===== src/rtl/ttt_input_conditioner_if.sv =====
// Board/start/player-select bundle between the raw panel and the input conditioner.
interface ttt_input_conditioner_if;
  logic [8:0] btn_raw;
  logic       start_raw;
  logic       player_sel_raw;
  logic [8:0] btn_pulse;
  logic       start_pulse;
  logic       player_sel;
  logic       any_press;

  modport master (
    output btn_raw, start_raw, player_sel_raw,
    input  btn_pulse, start_pulse, player_sel, any_press
  );

  modport slave (
    input  btn_raw, start_raw, player_sel_raw,
    output btn_pulse, start_pulse, player_sel, any_press
  );
endinterface


===== src/rtl/ttt_input_conditioner.sv =====
// Synchronize, debounce and pulse-convert the tic-tac-toe panel inputs.
// Board presses are arbitrated so that one cycle never carries two moves.
module ttt_debounce #(
  parameter int DEBOUNCE_CYCLES = 16,
  parameter int CNT_W           = $clog2(DEBOUNCE_CYCLES)
) (
  input  logic clk,
  input  logic reset,
  input  logic raw,
  output logic level,
  output logic rise
);
  logic [1:0]       sync_q;
  logic [CNT_W-1:0] cnt;
  logic             differ, expire;

  assign differ = sync_q[1] != level;
  assign expire = differ && (cnt == CNT_W'(DEBOUNCE_CYCLES - 1));
  // High on the edge that flips level 0->1, so the pulse register lands with it.
  assign rise   = expire && !level;

  always_ff @(posedge clk) begin
    if (reset) begin
      sync_q <= '0;
      level  <= 1'b0;
      cnt    <= '0;
    end else begin
      sync_q <= {sync_q[0], raw};
      if (!differ) begin
        cnt <= '0;
      end else if (expire) begin
        level <= sync_q[1];
        cnt   <= '0;
      end else begin
        cnt <= cnt + CNT_W'(1);
      end
    end
  end
endmodule

module ttt_input_conditioner #(
  parameter int DEBOUNCE_CYCLES = 16
) (
  input logic                    clk,
  input logic                    reset,
  ttt_input_conditioner_if.slave bus
);
  localparam int CNT_W  = $clog2(DEBOUNCE_CYCLES);
  localparam int NUM_IN = 11;

  logic [NUM_IN-1:0] raw_vec, lvl, rise;
  logic [8:0]        board_rise, btn_next, btn_pulse_q;
  logic              start_pulse_q, any_press_q;
  logic              unused_rise;

  // Lanes 0-8 board, 9 start, 10 player select.
  assign raw_vec = {bus.player_sel_raw, bus.start_raw, bus.btn_raw};

  for (genvar g = 0; g < NUM_IN; g++) begin : g_lane
    ttt_debounce #(
      .DEBOUNCE_CYCLES (DEBOUNCE_CYCLES),
      .CNT_W           (CNT_W)
    ) u_db (
      .clk   (clk),
      .reset (reset),
      .raw   (raw_vec[g]),
      .level (lvl[g]),
      .rise  (rise[g])
    );
  end

  // Player select is a level; its rise strobe has no consumer.
  assign unused_rise = rise[10];

  // A rise while any board cell is already held is a chord and is dropped;
  // among simultaneous rises only the lowest index survives.
  assign board_rise = (|lvl[8:0]) ? 9'd0 : rise[8:0];
  assign btn_next   = board_rise & (~board_rise + 9'd1);

  always_ff @(posedge clk) begin
    if (reset) begin
      btn_pulse_q   <= '0;
      start_pulse_q <= 1'b0;
      any_press_q   <= 1'b0;
    end else begin
      btn_pulse_q   <= btn_next;
      start_pulse_q <= rise[9];
      any_press_q   <= |btn_next;
    end
  end

  assign bus.btn_pulse   = btn_pulse_q;
  assign bus.start_pulse = start_pulse_q;
  assign bus.any_press   = any_press_q;
  assign bus.player_sel  = lvl[10];
endmodule


===== src/flat_wrapper.sv =====
// flat-port wrapper written by rule: the top's interface ports become plain ports
module ttt_input_conditioner_flat 
#(
  parameter int DEBOUNCE_CYCLES = 16
)
  (clk, reset, bus_btn_raw, bus_start_raw, bus_player_sel_raw, bus_btn_pulse, bus_start_pulse, bus_player_sel, bus_any_press);
  ttt_input_conditioner_if bus_i ();
  input logic clk;
  input logic reset;
  input wire logic [$bits(bus_i.btn_raw)-1:0] bus_btn_raw;
  input wire logic [$bits(bus_i.start_raw)-1:0] bus_start_raw;
  input wire logic [$bits(bus_i.player_sel_raw)-1:0] bus_player_sel_raw;
  output wire logic [$bits(bus_i.btn_pulse)-1:0] bus_btn_pulse;
  output wire logic [$bits(bus_i.start_pulse)-1:0] bus_start_pulse;
  output wire logic [$bits(bus_i.player_sel)-1:0] bus_player_sel;
  output wire logic [$bits(bus_i.any_press)-1:0] bus_any_press;
  assign bus_i.btn_raw = bus_btn_raw;
  assign bus_i.start_raw = bus_start_raw;
  assign bus_i.player_sel_raw = bus_player_sel_raw;
  assign bus_btn_pulse = bus_i.btn_pulse;
  assign bus_start_pulse = bus_i.start_pulse;
  assign bus_player_sel = bus_i.player_sel;
  assign bus_any_press = bus_i.any_press;
  ttt_input_conditioner #(.DEBOUNCE_CYCLES(DEBOUNCE_CYCLES)) u_core (.clk(clk), .reset(reset), .bus(bus_i));
endmodule

===== config.mk =====
export PLATFORM = sky130hd
export DESIGN_NAME = ttt_input_conditioner_flat
export DESIGN_NICKNAME = d
export VERILOG_FILES = /design/src/rtl/ttt_input_conditioner_if.sv /design/src/rtl/ttt_input_conditioner.sv /design/src/flat_wrapper.sv
export SDC_FILE = /design/constraint.sdc
export NUM_CORES = 1
export LEC_CHECK = 0
export ABC_AREA = 1
export CORE_ASPECT_RATIO = 0.6
export CORE_MARGIN = 3
export CORE_UTILIZATION = 56
export CTS_CLUSTER_DIAMETER = 100
export DETAILED_ROUTE_END_ITERATION = 16
export DONT_BUFFER_PORTS = 1
export PLACE_DENSITY = 0.74
export SYNTH_ARGS = -nofsm -noshare
export SYNTH_HDL_FRONTEND = slang
export SYNTH_HIERARCHICAL = 1
export SYNTH_SLANG_ARGS = --single-unit

===== constraint.sdc =====
create_clock -name clk -period 1.6 [get_ports clk]
set_clock_uncertainty 0.15 [all_clocks]
set_input_delay 0.32 -clock clk [delete_from_list [all_inputs] [get_ports clk]]
set_output_delay 0.32 -clock clk [all_outputs]
set_load 0.03 [all_outputs]

; ---- Word-level counts from Yosys, hierarchy flattened
; Index checks and enable logic that the tools add are counted.
; Widths: inputs -> output; s select.
[word_totals]
n_memories = 0
rom_bits = 0
inputBits = 13
latch_bits = 0
regBits = 88
out_inout_bits = 12
ram_bits = 0
[op_classes]
n_div = 0
eq_ne = 22
n_reduce_logical = 55
bitwise_logic = 13
shifts = 0
addsub = 12
magnitude_cmp = 0
mux = 1
multipliers = 0
[op_table]
columns = op, n
row1 = $add 4x1->4 const B, 11
row2 = $eq 4x4->1 const B, 11
row3 = $reduce_or 3->1, 11
row4 = $reduce_and 2->1, 11
row5 = $logic_and 1x1->1, 21
row6 = $reduce_or 9->1, 2
row7 = $ne 1x1->1, 11
row8 = $not 1->1, 11
row9 = $logic_not 1->1, 10
row10 = $add 9x1->9 const B, 1
row11 = $and 9x9->9, 1
row12 = $mux 9, 1
row13 = $not 9->9, 1

; ---- Depth between registers and ports, before layout
; Gate-level depths: netlist (run 1).
[logic_depth]
depth_word = 8
mapped_depth = 10
ltp_nobuf = 10

; ---- Hierarchy
; The synthesis (run 1) kept the hierarchy.
[by_module_without_submodules]
columns = mod, n_inst, area_per_inst_um2, cells_each, seq_area_each_um2
row1 = ttt_debounce, 11, 274.0, 35, 140.1
row2 = ttt_input_conditioner, 1, 501.7, 63, 220.2

; ---- Worst setup path after synthesis (run 1)
; OpenSTA, ideal clock, no wires.
[synth_path]
kind = register -> register
start = register u_core.g_lane[2].u_db.cnt[0]
end = register u_core.any_press_q (netlist: u_core/bus.any_press)
stages_incl_launch_ff = 9
arrival_ns = 1.445
period_less_slack_ns = 1.718
n_path_buf = 0
setup_slack_ns = -0.118
required_ns = 1.327
path_cell_list = dfxtp_1 ha_1 nand3_1 nor2_1 o21ai_0 nand3_1 a21oi_1 nor2_1 nor2_2
[synth_between]
elab_chain_len = 8
[synth_lines]
columns = element, line_no
row1 = start: declaration, ttt_input_conditioner.sv:14  ; logic [CNT_W-1:0] cnt;
row2 = start signal: assignment, ttt_input_conditioner.sv:35  ; cnt <= cnt + CNT_W'(1);
row3 = $eq 4x4->1 *, ttt_input_conditioner.sv:18  ; assign expire = differ && (cnt == CNT_W'(DEBOUNCE_CYCLES - 1));
row4 = $logic_and 1x1->1 *, ttt_input_conditioner.sv:18
row5 = $logic_and 1x1->1 *, ttt_input_conditioner.sv:20  ; assign rise = expire && !level;
row6 = named net u_core.rise[2], ttt_input_conditioner.sv:51  ; logic [NUM_IN-1:0] raw_vec, lvl, rise;
row7 = $mux 9 *, ttt_input_conditioner.sv:77  ; assign board_rise = (|lvl[8:0]) ? 9'd0 : rise[8:0];
row8 = $not 9->9, ttt_input_conditioner.sv:78  ; assign btn_next = board_rise & (~board_rise + 9'd1);
row9 = $add 9x1->9, ttt_input_conditioner.sv:78
row10 = $and 9x9->9 *, ttt_input_conditioner.sv:78
row11 = $reduce_or 9->1 *, ttt_input_conditioner.sv:88  ; any_press_q <= |btn_next;
row12 = end signal: assignment, ttt_input_conditioner.sv:88
row13 = end: declaration, ttt_input_conditioner.sv:53  ; logic start_pulse_q, any_press_q;
; Mark *: on every way through the listed nets, which the timed path passes. The rest lies on a longest branch.
; A chain may end at the register's enable or synchronous reset.

; ---- Worst setup path in the final report (run 1)
[layout_path]
start = register u_core.g_lane[6].u_db.level
end = register u_core.any_press_q (netlist: u_core/bus.any_press)
[layout_between]
elab_chain_len = 8
word_cells_on_any_way = 10
cone_classes = add/sub (1) / eq/ne (1) / mux (1) / bitwise (2) / reduce/logical (5)
[layout_lines]
columns = element, line_no
row1 = start: declaration, ttt_input_conditioner.sv:10  ; output logic level,
row2 = start signal: assignment, ttt_input_conditioner.sv:32  ; level <= sync_q[1];
row3 = $ne 1x1->1, ttt_input_conditioner.sv:17  ; assign differ = sync_q[1] != level;
row4 = $logic_and 1x1->1, ttt_input_conditioner.sv:18
row5 = $logic_and 1x1->1, ttt_input_conditioner.sv:20
row6 = $mux 9 *, ttt_input_conditioner.sv:77
row7 = $not 9->9, ttt_input_conditioner.sv:78
row8 = $add 9x1->9, ttt_input_conditioner.sv:78
row9 = $and 9x9->9 *, ttt_input_conditioner.sv:78
row10 = $reduce_or 9->1 *, ttt_input_conditioner.sv:88
; Mark *: on every way between the ends. The rest lies on a longest branch, timed or not.

==> results of run 1 <==
==> metrics by stage <==
step | total power, mW | cells | setup slack, ns | util [%]
after floorplan | 2.35 | 447 | 0.00265 | -
after global placement | 2.37 | 574 | -0.0968 | 68.3
after detailed placement | 2.38 | 574 | -0.116 | 68.3
after CTS | 3.90 | 613 | 0.000367 | 77.5
after global routing | 4.02 | 622 | -0.126 | 81.2
final | 3.89 | 622 | -0.0507 | 81.2
==> worst max path at each step <==
stage / start / endpoint
CTS: u_core/g_lane[5].u_db/cnt[0] / u_core/bus.any_press
global placement: u_core/g_lane[0].u_db/cnt[0] / u_core/bus.btn_pulse[8]
finish: u_core/g_lane[6].u_db/level / u_core/bus.any_press
floorplan: u_core/g_lane[2].u_db/cnt[0] / u_core/bus.any_press
global route: u_core/g_lane[6].u_db/level / u_core/bus.btn_pulse[7]
detailed placement: u_core/g_lane[0].u_db/cnt[0] / u_core/bus.btn_pulse[8]
==> flip-flops by register name, indices dropped and copies added (netlist names) <==
register / count
u_core/g_lane.u_db/cnt: 44
u_core/g_lane.u_db/sync_q: 22
u_core/g_lane.u_db/level: 11
u_core/bus.btn_pulse: 9
u_core/bus.any_press: 1
u_core/bus.start_pulse: 1
==> cell type report <==
class	count	share of cell area (%)
timing repair buffer	82	14.4
tap	80	2.12
inverter	83	6.66
clock inverter	5	1.22
clock buffer	10	2.92
multi-input combinational	274	34.8
sequential	88	37.9
==> placed cells by master, fill, tap and decap left out, drive strengths merged, types with 10 or more instances in the layout <==
cell	instances
dlygate4sd3	22
ha	11
nand2	75
xnor2	11
nand3	39
nand4	22
buf	60
inv	83
dfxtp	88
a21oi	12
nor2	92
clkbuf	10
==> per-layer routing <==
metal / wire (um) / track usage, % / up-vias / part of all wire (%)
li1: - / - / 1578 / -
met4: 142 / 8.82 / 0 / 1.7
met1: 3790 / 27.2 / 1466 / 45
met5: 0 / 0 / - / 0
met2: 4250 / 39.9 / 72 / 50
met3: 277 / 5.92 / 18 / 3.3
==> repair_timing <==
action                     in CTS  in global routing
pin swaps                       7                 19
setup endpoints to repair       8                  8
resized for setup              24                 51
hold endpoints to repair       40                 18
gates cloned                    0                  0
buffers inserted                2                 10
==> power by group through the flow <==
stage / Clock (mW) / Combinational, mW / Sequential, mW
after floorplan: 0 / 0.0650 / 2.29
after global placement: 0 / 0.0800 / 2.29
after detailed placement: 0 / 0.0854 / 2.29
after CTS: 1.54 / 0.122 / 2.24
after global routing: 1.62 / 0.151 / 2.24
final: 1.51 / 0.134 / 2.24
==> flow_summary_export.csv, run 1 <==
group,metric,value,unit
run_status,status,"finished, violations left",
run_status,violations,"negative hold slack, negative setup slack",
timing,max_slew_margin,74.7,%
job,maxCapViolations,0,
synthesis,synth_cells,447,
critical_path,crit_arrival,1.76,ns
power,p_int,3.04,mW
timing,finalSetupViolations,2,
route,via_count,3134,
timing,tns,-0.0812,ns
synthesis,syn_avg_cell_area,7.86,sq um
clock_tree,clkSinkCount,88,
critical_path,r2r_setup_slack,-0.05,ns
grt,antenna_found_initial,0,
critical_path,worstPathMaxFanout,5,
min_path,hold_end,"u_core/g_lane[0].u_db/level",
critical_path,worst-path-stages,9,
grt,grt_max_degree,53,
finish,drive_gt1_share,28.6,%
finish,seq_area,1790,sq um
clock_tree,cts_hold_buffers,22,
route,postRouteAntennaNets,0,
power,power_density,825,nW/um^2
critical_path,critical_path.slowest_cell,"dfxtp_2",
finish,syn_to_final_growth,34.2,%
critical_path,crit_path_max_incr_delay,0.33,ns
critical_path,critPathCaptureType,"flop",
synthesis,syn-cell-area,3510,sq um
clock_tree,clk_latency,0.36,ns
critical_path,worstReg2RegStart,"u_core/g_lane[6].u_db/level",
die,die_area,7290,sq um
critical_path,r2r_cells,9,
finish,n_fill_cell,341,
die,rows,21,
finish,num_antenna_cells,0,
synthesis,synth_nets,471,
critical_path,crit_top_cell,"nor2_2",
critical_path,start_kind,"flop",
clock_tree,clk_pin_slew,0.08,ns
die,ioPinCount,25,
placed_design,dpl_cell_area,3970,sq um
timing,min_period_over_period,103,%
finish,finish.instance_area,4710,sq um
timing,fin_ws,-0.0507,ns
grt,grt_pass1_vias,2955,
die,core_area,5810,sq um
critical_path,crit_chain,"nor2_2, nand3_2, nor2_4, buf_6, o31ai_4, nand3_1, nand3_2, nor2_2, nor2_2",
clock_tree,cts.path.max_buffers,2,
power,clockPowerShare,39.0,%
timing,hold_viol,18,
clock_tree,cts_tree,"done",
min_path,holdPathStages,1,
critical_path,rr_endpoint,"u_core/bus.any_press",
clock_tree,htreeDepth,3,
finish,finalNetCount,562,
timing,period_minus_slack,1.65,ns
grt,overflow,0,
power,ir_worst_vdd,529,uV
power,p_leak,2.02,nW
die,die_x,108,um
power,swShare,21.8,%
placed_design,place_congestion,0.878,
critical_path,crit_buf_inv,1,
grt,track_usage,22.8,%
timing,max_freq,606,MHz
route,drt_wl_total,8.45,mm
die,die_h,67.3,um
route,drc,0,
min_path,hp-class,"in2reg",
timing,tightest_slew,0.378,ns
min_path,hold_start,"reset",
route,via_per_inst,5.04,
power,p_seq_share,57.6,%
critical_path,cp_data_required_time,1.70,ns
critical_path,crit_family,"simple AND/OR/NAND/NOR gates",
route,wire_per_inst,13.6,um
clock_tree,cts_made_buffers,9,
timing,rsz0062_at_grt,"true",
power,p_comb_share,3.4,%
clock_tree,cts_root_buf,"clkbuf_8",
grt,grt_pass1_wl,13.0,mm
synthesis,yosysWarnings,6,
timing,hold_ws,-0.128,ns
finish,multi_input_area,1640,sq um
route,detail_route.first_pass.iterations,6,
placed_design,place_hpwl,4.96,mm
route,drtIter0Drc,191,
placed_design,io_buffer_count,0,
critical_path,crit_type,"reg2reg",
die,initial_core_util,60.5,%
power,p_sw,0.847,mW
timing,slew_viol_final,0,
Note: power is estimated with default switching activity, not from simulation.
==> inputs of run 2 (changes only) <==
--- a/config.mk
+++ b/config.mk
@@ -8,11 +8,10 @@
 export ABC_AREA = 1
 export CORE_ASPECT_RATIO = 0.6
 export CORE_MARGIN = 3
-export CORE_UTILIZATION = 56
+export CORE_UTILIZATION = 43
 export CTS_CLUSTER_DIAMETER = 100
 export DETAILED_ROUTE_END_ITERATION = 16
 export DONT_BUFFER_PORTS = 1
-export PLACE_DENSITY = 0.74
 export SYNTH_ARGS = -nofsm -noshare
 export SYNTH_HDL_FRONTEND = slang
 export SYNTH_HIERARCHICAL = 1
==> flow_summary_export.csv, run 2 (same netlist as run 1, synthesis figures left out) <==
group,metric,value,unit
finish,drive_gt1_share,27.7,%
clock_tree,cts_root_buf,"clkbuf_16",
route,wire_per_inst,11.4,um
finish,num_antenna_cells,0,
route,via_count,2905,
die,rows,24,
placed_design,place_congestion,0.764,
critical_path,crit_start,"u_core/g_lane[6].u_db/cnt[0]",
timing,tightest_slew,0.380,ns
timing,hold_ws,0.0335,ns
power,ir_worst_vdd,628,uV
critical_path,crit_arrival,1.67,ns
placed_design,place_hpwl,4.85,mm
finish,layout_common_cells,"82 x inv_1, 75 x nor2_1, 73 x nand2_1, 70 x dfxtp_1, 53 x buf_4",
critical_path,cp_data_required_time,1.68,ns
finish,syn_to_final_growth,36.1,%
timing,min_period_over_period,99.5,%
grt,grt_pass1_vias,2701,
finish,finish.instance_area,4780,sq um
critical_path,worstReg2RegStart,"u_core/g_lane[6].u_db/cnt[0]",
timing,finalSetupViolations,0,
grt,grt_pass1_wl,12.0,mm
critical_path,r2r_cells,10,
route,drc,0,
die,core_area,7600,sq um
critical_path,worstPathMaxFanout,2,
critical_path,rr_endpoint,"u_core/bus.any_press",
route,drtIter0Drc,84,
clock_tree,htreeDepth,3,
critical_path,crit_type,"reg2reg",
critical_path,start_kind,"flop",
route,via_per_inst,4.60,
clock_tree,cts.path.max_buffers,2,
route,detail_route.first_pass.iterations,4,
power,power_density,994,nW/um^2
job,maxCapViolations,0,
critical_path,crit_end,"u_core/bus.any_press",
grt,grt_max_degree,41,
grt,antenna_found_initial,0,
clock_tree,clkSinkCount,88,
clock_tree,clk_latency,0.34,ns
critical_path,r2r_setup_slack,0.008,ns
die,die_area,9320,sq um
die,die_x,123,um
clock_tree,cts_made_buffers,9,
die,die_h,76.0,um
power,p_leak,1.98,nW
die,ioPinCount,25,
grt,overflow,0,
clock_tree,clk_pin_slew,0.06,ns
critical_path,critPathCaptureType,"flop",
finish,final_common_cell,"inv_1",
placed_design,dpl_cell_area,4000,sq um
timing,tns,0,ns
clock_tree,cts_tree,"done",
grt,track_usage,16.2,%
finish,largestRegisters,"u_core/g_lane.u_db/cnt x44, u_core/g_lane.u_db/sync_q x22, u_core/g_lane.u_db/level x11",
timing,max_slew_margin,74.7,%
route,drt_wl_total,7.24,mm
timing,slew_viol_final,0,
run_status,status,"finished clean",
placed_design,io_buffer_count,0,
die,initial_core_util,46.2,%
route,postRouteAntennaNets,0,
finish,finalNetCount,547,
finish,largest-register,"u_core/g_lane.u_db/cnt",
timing,max_freq,628,MHz
timing,hold_viol,0,
timing,period_minus_slack,1.59,ns
finish,largest_reg_flops,44,
min_path,hp-class,"in2reg",
timing,rsz0062_at_grt,"true",
finish,n_fill_cell,642,
==> run 2: changes by cell type in the layout (fill, tap and decap cells not counted), sizes merged <==
cell         change
clkbuf           -1
inv              +1
clkinv           -3
bufinv           +2
buf              -4
clkinvlp         +2
dlygate4sd3     -11
==> run 2: worst min-delay path by stage <==
stage | depth (start not counted) | from | slack (ns) | endpoint
2_1_floorplan | 2 | u_core/g_lane[0].u_db/sync_q[0] | 0.24 | u_core/g_lane[0].u_db/sync_q[1]
3_3_place_gp | 2 | u_core/g_lane[1].u_db/sync_q[0] | 0.24 | u_core/g_lane[1].u_db/sync_q[1]
3_5_place_dp | 2 | u_core/g_lane[4].u_db/sync_q[0] | 0.25 | u_core/g_lane[4].u_db/sync_q[1]
4_1_cts | 3 | reset | 0.03 | u_core/g_lane[1].u_db/cnt[3]
5_1_grt | 3 | reset | 0.04 | u_core/g_lane[5].u_db/cnt[0]
6_report | 3 | reset | 0.03 | u_core/g_lane[5].u_db/cnt[1]
==> run 2: where the power goes <==
group	internal (mW)	total, mW	switching [mW]
Clock	1.53	2.38	0.851
Combinational	0.0575	0.133	0.0753
Sequential	2.22	2.24	0.0199
==> run 2: per-stage QoR <==
step / cells / worst slack [ns] / total power, mW / util [%]
detailed placement: 598 / -0.0839 / 2.38 / 52.6
global placement: 598 / -0.0385 / 2.37 / 52.6
CTS: 626 / 0.000450 / 4.82 / 59.7
floorplan: 447 / 0.00265 / 2.35 / -
finish: 632 / 0.00813 / 4.75 / 62.9
global route: 632 / -0.0669 / 4.94 / 62.9
==> run 2: critical path, stage by stage, from the launching register on <==
cell     delay [ns]
dfxtp_2        0.33
ha_2           0.17
nand3_1        0.09
nor2_1         0.17
nor2_1         0.09
nand2_2        0.10
nor2_4         0.04
nand3_2        0.09
nand3_2        0.08
nor2_2         0.12
nor2_2         0.03
==> run 2: final cells by class <==
type                       count  area, sq um  area share, %
clock buffer                   9          225           4.71
multi-input combinational    274         1660           34.6
timing repair buffer          67          551           11.5
inverter                      83          314           6.57
tap                          104          130           2.72
sequential                    88         1790           37.4
clock inverter                 7          119           2.49
==> run 2: metal layers <==
metal / vias to the layer above / share of wire (%) / track usage, %
li1: 1545 / - / -
met1: 1321 / 49 / 20.7
met2: 33 / 47 / 25.4
met3: 6 / 3.4 / 6.16
met4: 0 / 0.90 / 5.03
met5: - / 0 / 0
==> run 2: repair_timing <==
action / in CTS / in global routing
endpoints found under the setup margin: 6 / 8
hold buffers: 12 / 0
resized for setup: 15 / 58
pin swaps: 2 / 26
gates cloned: 0 / 0
hold endpoints to repair: 40 / 0
setup buffers: 0 / 7
==> patch 1: new RTL, config.mk and constraints of run 1 <==
`DEBOUNCE_CYCLES` is set to 16 in 3 places; all go to 32.
--- a/src/rtl/ttt_input_conditioner.sv
+++ b/src/rtl/ttt_input_conditioner.sv
@@ -2,5 +2,5 @@
 // Board presses are arbitrated so that one cycle never carries two moves.
 module ttt_debounce #(
-  parameter int DEBOUNCE_CYCLES = 16,
+  parameter int DEBOUNCE_CYCLES = 32,
   parameter int CNT_W           = $clog2(DEBOUNCE_CYCLES)
 ) (
@@ -40,5 +40,5 @@
 
 module ttt_input_conditioner #(
-  parameter int DEBOUNCE_CYCLES = 16
+  parameter int DEBOUNCE_CYCLES = 32
 ) (
   input logic                    clk,
--- a/src/flat_wrapper.sv
+++ b/src/flat_wrapper.sv
@@ -2,5 +2,5 @@
 module ttt_input_conditioner_flat 
 #(
-  parameter int DEBOUNCE_CYCLES = 16
+  parameter int DEBOUNCE_CYCLES = 32
 )
   (clk, reset, bus_btn_raw, bus_start_raw, bus_player_sel_raw, bus_btn_pulse, bus_start_pulse, bus_player_sel, bus_any_press);
Check against the original RTL: same outputs for any inputs over 10 cycles, from zero or initial values and one cycle with reset high; that may be too few to reach the edited logic, so the function may still have changed.
==> patch 1 against run 1 <==
  * The run still ends with negative hold slack, negative setup slack left
  * Total power up 34%
  * Cell area rose by 19%
  * Worst setup slack lost 220 ps
  * Critical path type unchanged
  * First-iteration DRC count fell by 14%
  * Maximum frequency decreased by 12%
  * Critical path depth increased by 2
  * Area after synthesis rose by 14%
  * Wire length rose by 5.8%
  * Sequential cell count grew 11
  * Largest power group is now the clock network
==> patch 1: results <==
group,metric,value,unit
power_and_ir_drop,p_leak,2.40,nW
sta,finalHoldViolCount,15,
run_status,status,"finished, violations left",
route,viasPerCell,4.88,
yosys,syn_avg_cell_area,8.01,um^2
place,dp.cells,637,
run_status,violations,"negative hold slack, negative setup slack",
sta,fin_ws,-268,ps
place,post_dp_cell_area,4650,um^2
sta,holdWs,-69.5,ps
route,wl_per_cell,13.0,um
place,place_congestion,0.766,
clock_network,cts_setup_buffers,5,
route,drtPass1Iterations,5,
cells_and_area,instances_no_fill,690,
sta,setup_viol,10,
setup_path,path_max_fanout,3,
global_routing,grt_pass1_vias,3212,
route,drtIter0Drc,165,
place,post-place-ws,-239,ps
setup_path,crit-reg2reg-launch,"u_core/g_lane[5].u_db/cnt[1]",
cells_and_area,reg_top3,"u_core/g_lane.u_db/cnt: 55 flops, u_core/g_lane.u_db/sync_q: 22 flops, u_core/g_lane.u_db/level: 11 flops",
power_and_ir_drop,netSwitchingFraction,18.8,%
yosys,synth_nets,537,
power_and_ir_drop,ir_drop,616,uV
setup_path,worst-r2r-cell-count,11,
setup_path,slowest_delay,360,ps
sta,worst_slew_pin_slew,388,ps
patch 1: layout make-up:
type                            count  area, um^2  share of cell area (%)
Multi-Input combinational cell    318        2090                    37.2
Sequential cell                    99        2000                    35.8
Timing Repair Buffer               87         728                    13.0
Inverter                           83         314                    5.61
Clock buffer                       12         267                    4.76
Tap cell                           87         109                    1.94
Clock inverter                      4        95.1                    1.70
patch 1: how the worst max path moves through the flow:
stage	start	endpoint	slack [ps]	cells past startpoint
finish	u_core/g_lane[5].u_db/cnt[1]	u_core/bus.any_press	-270	11
global route	u_core/g_lane[5].u_db/cnt[1]	u_core/bus.any_press	-350	11
CTS	u_core/g_lane[4].u_db/cnt[1]	u_core/bus.any_press	-200	11
detailed placement	u_core/g_lane[2].u_db/cnt[1]	u_core/bus.any_press	-240	12
global placement	u_core/g_lane[6].u_db/cnt[1]	u_core/bus.any_press	-200	13
floorplan	u_core/g_lane[6].u_db/cnt[1]	u_core/bus.any_press	-140	13
==> patch 2: new RTL, flow settings as in run 1 <==
Made on the original files. Reset style: asynchronous (`reset`), changed in 2 clocked blocks.
--- a/src/rtl/ttt_input_conditioner.sv
+++ b/src/rtl/ttt_input_conditioner.sv
@@ -20,5 +20,5 @@
   assign rise   = expire && !level;
 
-  always_ff @(posedge clk) begin
+  always_ff @(posedge clk or posedge reset) begin
     if (reset) begin
       sync_q <= '0;
@@ -78,5 +78,5 @@
   assign btn_next   = board_rise & (~board_rise + 9'd1);
 
-  always_ff @(posedge clk) begin
+  always_ff @(posedge clk or posedge reset) begin
     if (reset) begin
       btn_pulse_q   <= '0;
Check against the original RTL: same outputs for any inputs over 10 cycles, from zero or initial values and one cycle with reset high; that may be too few to reach the edited logic, so the function may still have changed.
==> patch 2 against run 1 <==
  * The run ends with negative setup slack left
  * Worst setup slack lost 9.2 ps
  * Critical endpoint is now u_core/bus.any_press
  * Sequential cell count did not move
  * Count of clock-buffer cells in the layout grew 4
  * Cell area up 2.7%
  * Non-clock buffer count decreased by 25
  * First-iteration DRC count fell by 31%
  * Wire length decreased by 12%
  * Area after synthesis increased by 9.0%
  * Cell count decreased by 4.2%
Power is not compared: it rests on default switching activity, and its combinational part moved more than twofold at a synthesized area within 25%.
==> patch 2: results <==
group,metric,value,unit
place,post_dp_cell_area,4210,um^2
run_status,status,"finished, violations left",
setup_path,cp_slowest_cell,"dfrtp_1",
setup_path,crit-reg2reg-launch,"u_core/g_lane[6].u_db/level",
cells_and_area,inverters_excl_clock,95,
cells_and_area,buf_share,9.61,%
setup_path,cp.arrival,1790,ps
cells_and_area,multiInputGateArea,1380,um^2
sta,max_slew_margin,63.2,%
global_routing,grt_pass1_vias,2920,
sta,tns,-165,ps
sta,finalHoldViolCount,0,
global_routing,grt_max_degree,14,
yosys,syn_inst,440,
yosys,syn_avg_cell_area,8.70,um^2
hold_path,min_path_type,"reg -> reg",
cells_and_area,drive_above_1_share,22.3,%
cells_and_area,final.clkbuf_count,14,
sta,setup_viol,4,
clock_network,clkTransAtPathRegs,60,ps
route,routed_wl,7.41,mm
cells_and_area,multi_input_cells,256,
run_status,violations,"negative setup slack",
route,viasPerCell,4.79,
cells_and_area,final.fill_count,432,
hold_path,holdPathStages,0,
cells_and_area,layout.nets,531,
route,wl_per_cell,12.4,um
global_routing,grt_pass1_wl,12.9,mm
sta,fin_ws,-60.0,ps
route,drtPass1Iterations,4,
global_routing,grt_usage,21.0,%
clock_network,clk_latency,340,ps
place,place_congestion,0.835,
patch 2: what timing repair did:
action                                  in CTS  in global routing
buffers inserted                             6                  1
resized for setup                           20                 14
endpoints found under the setup margin       7                  7
gates cloned                                 1                  0
hold buffers                                12                  0
hold endpoints to repair                    99                  0
pin swaps                                   11                  4
patch 2: worst max-delay path by stage:
stage	end	cells after the start	slack (ps)	from
global placement	u_core/bus.any_press	9	-30	u_core/g_lane[7].u_db/level
global route	u_core/bus.any_press	9	-120	u_core/g_lane[5].u_db/level
finish	u_core/bus.any_press	9	-60	u_core/g_lane[6].u_db/level
CTS	u_core/bus.any_press	7	-30	u_core/g_lane[0].u_db/cnt[1]
detailed placement	u_core/bus.any_press	7	-160	u_core/g_lane[2].u_db/cnt[0]
floorplan	u_core/bus.any_press	7	10	u_core/g_lane[2].u_db/cnt[0]
patch 2: through the flow:
step	util [%]	hold slack [ps]	total power, mW	worst slack, ps
after floorplan	-	-26.6	2.62	13.3
after global placement	66.3	0.628	2.70	-27.1
after detailed placement	66.3	5.09	2.72	-159
after CTS	75.3	198	5.04	-26.2
after global routing	76.2	204	5.22	-124
final	76.2	198	4.98	-60.0
patch 2: routing by layer:
layer	track usage, %	share of wire, %	up-vias
met2	32.6	46	46
met3	7.71	4.4	12
li1	-	-	1443
met5	0	0	-
met4	7.20	1.6	0
met1	27.5	48	1354
patch 2: power by group:
part           leakage, nW  switching [mW]  internal, mW  total (mW)
Clock                0.163           0.772          1.50        2.27
Combinational         1.23           0.183         0.146       0.329
Sequential            1.15          0.0647          2.32        2.39
Total                 2.54            1.02          3.96        4.98
patch 2: worst register-to-register path, stage by stage, from the launching register on:
cell and delay, ps:
dfrtp_1 390, nor2_2 160, nand3_2 110, nor2_2 160
buf_6 140, buf_4 110, inv_1 70, nor2_2 120
o21ai_1 90, nand2_1 70
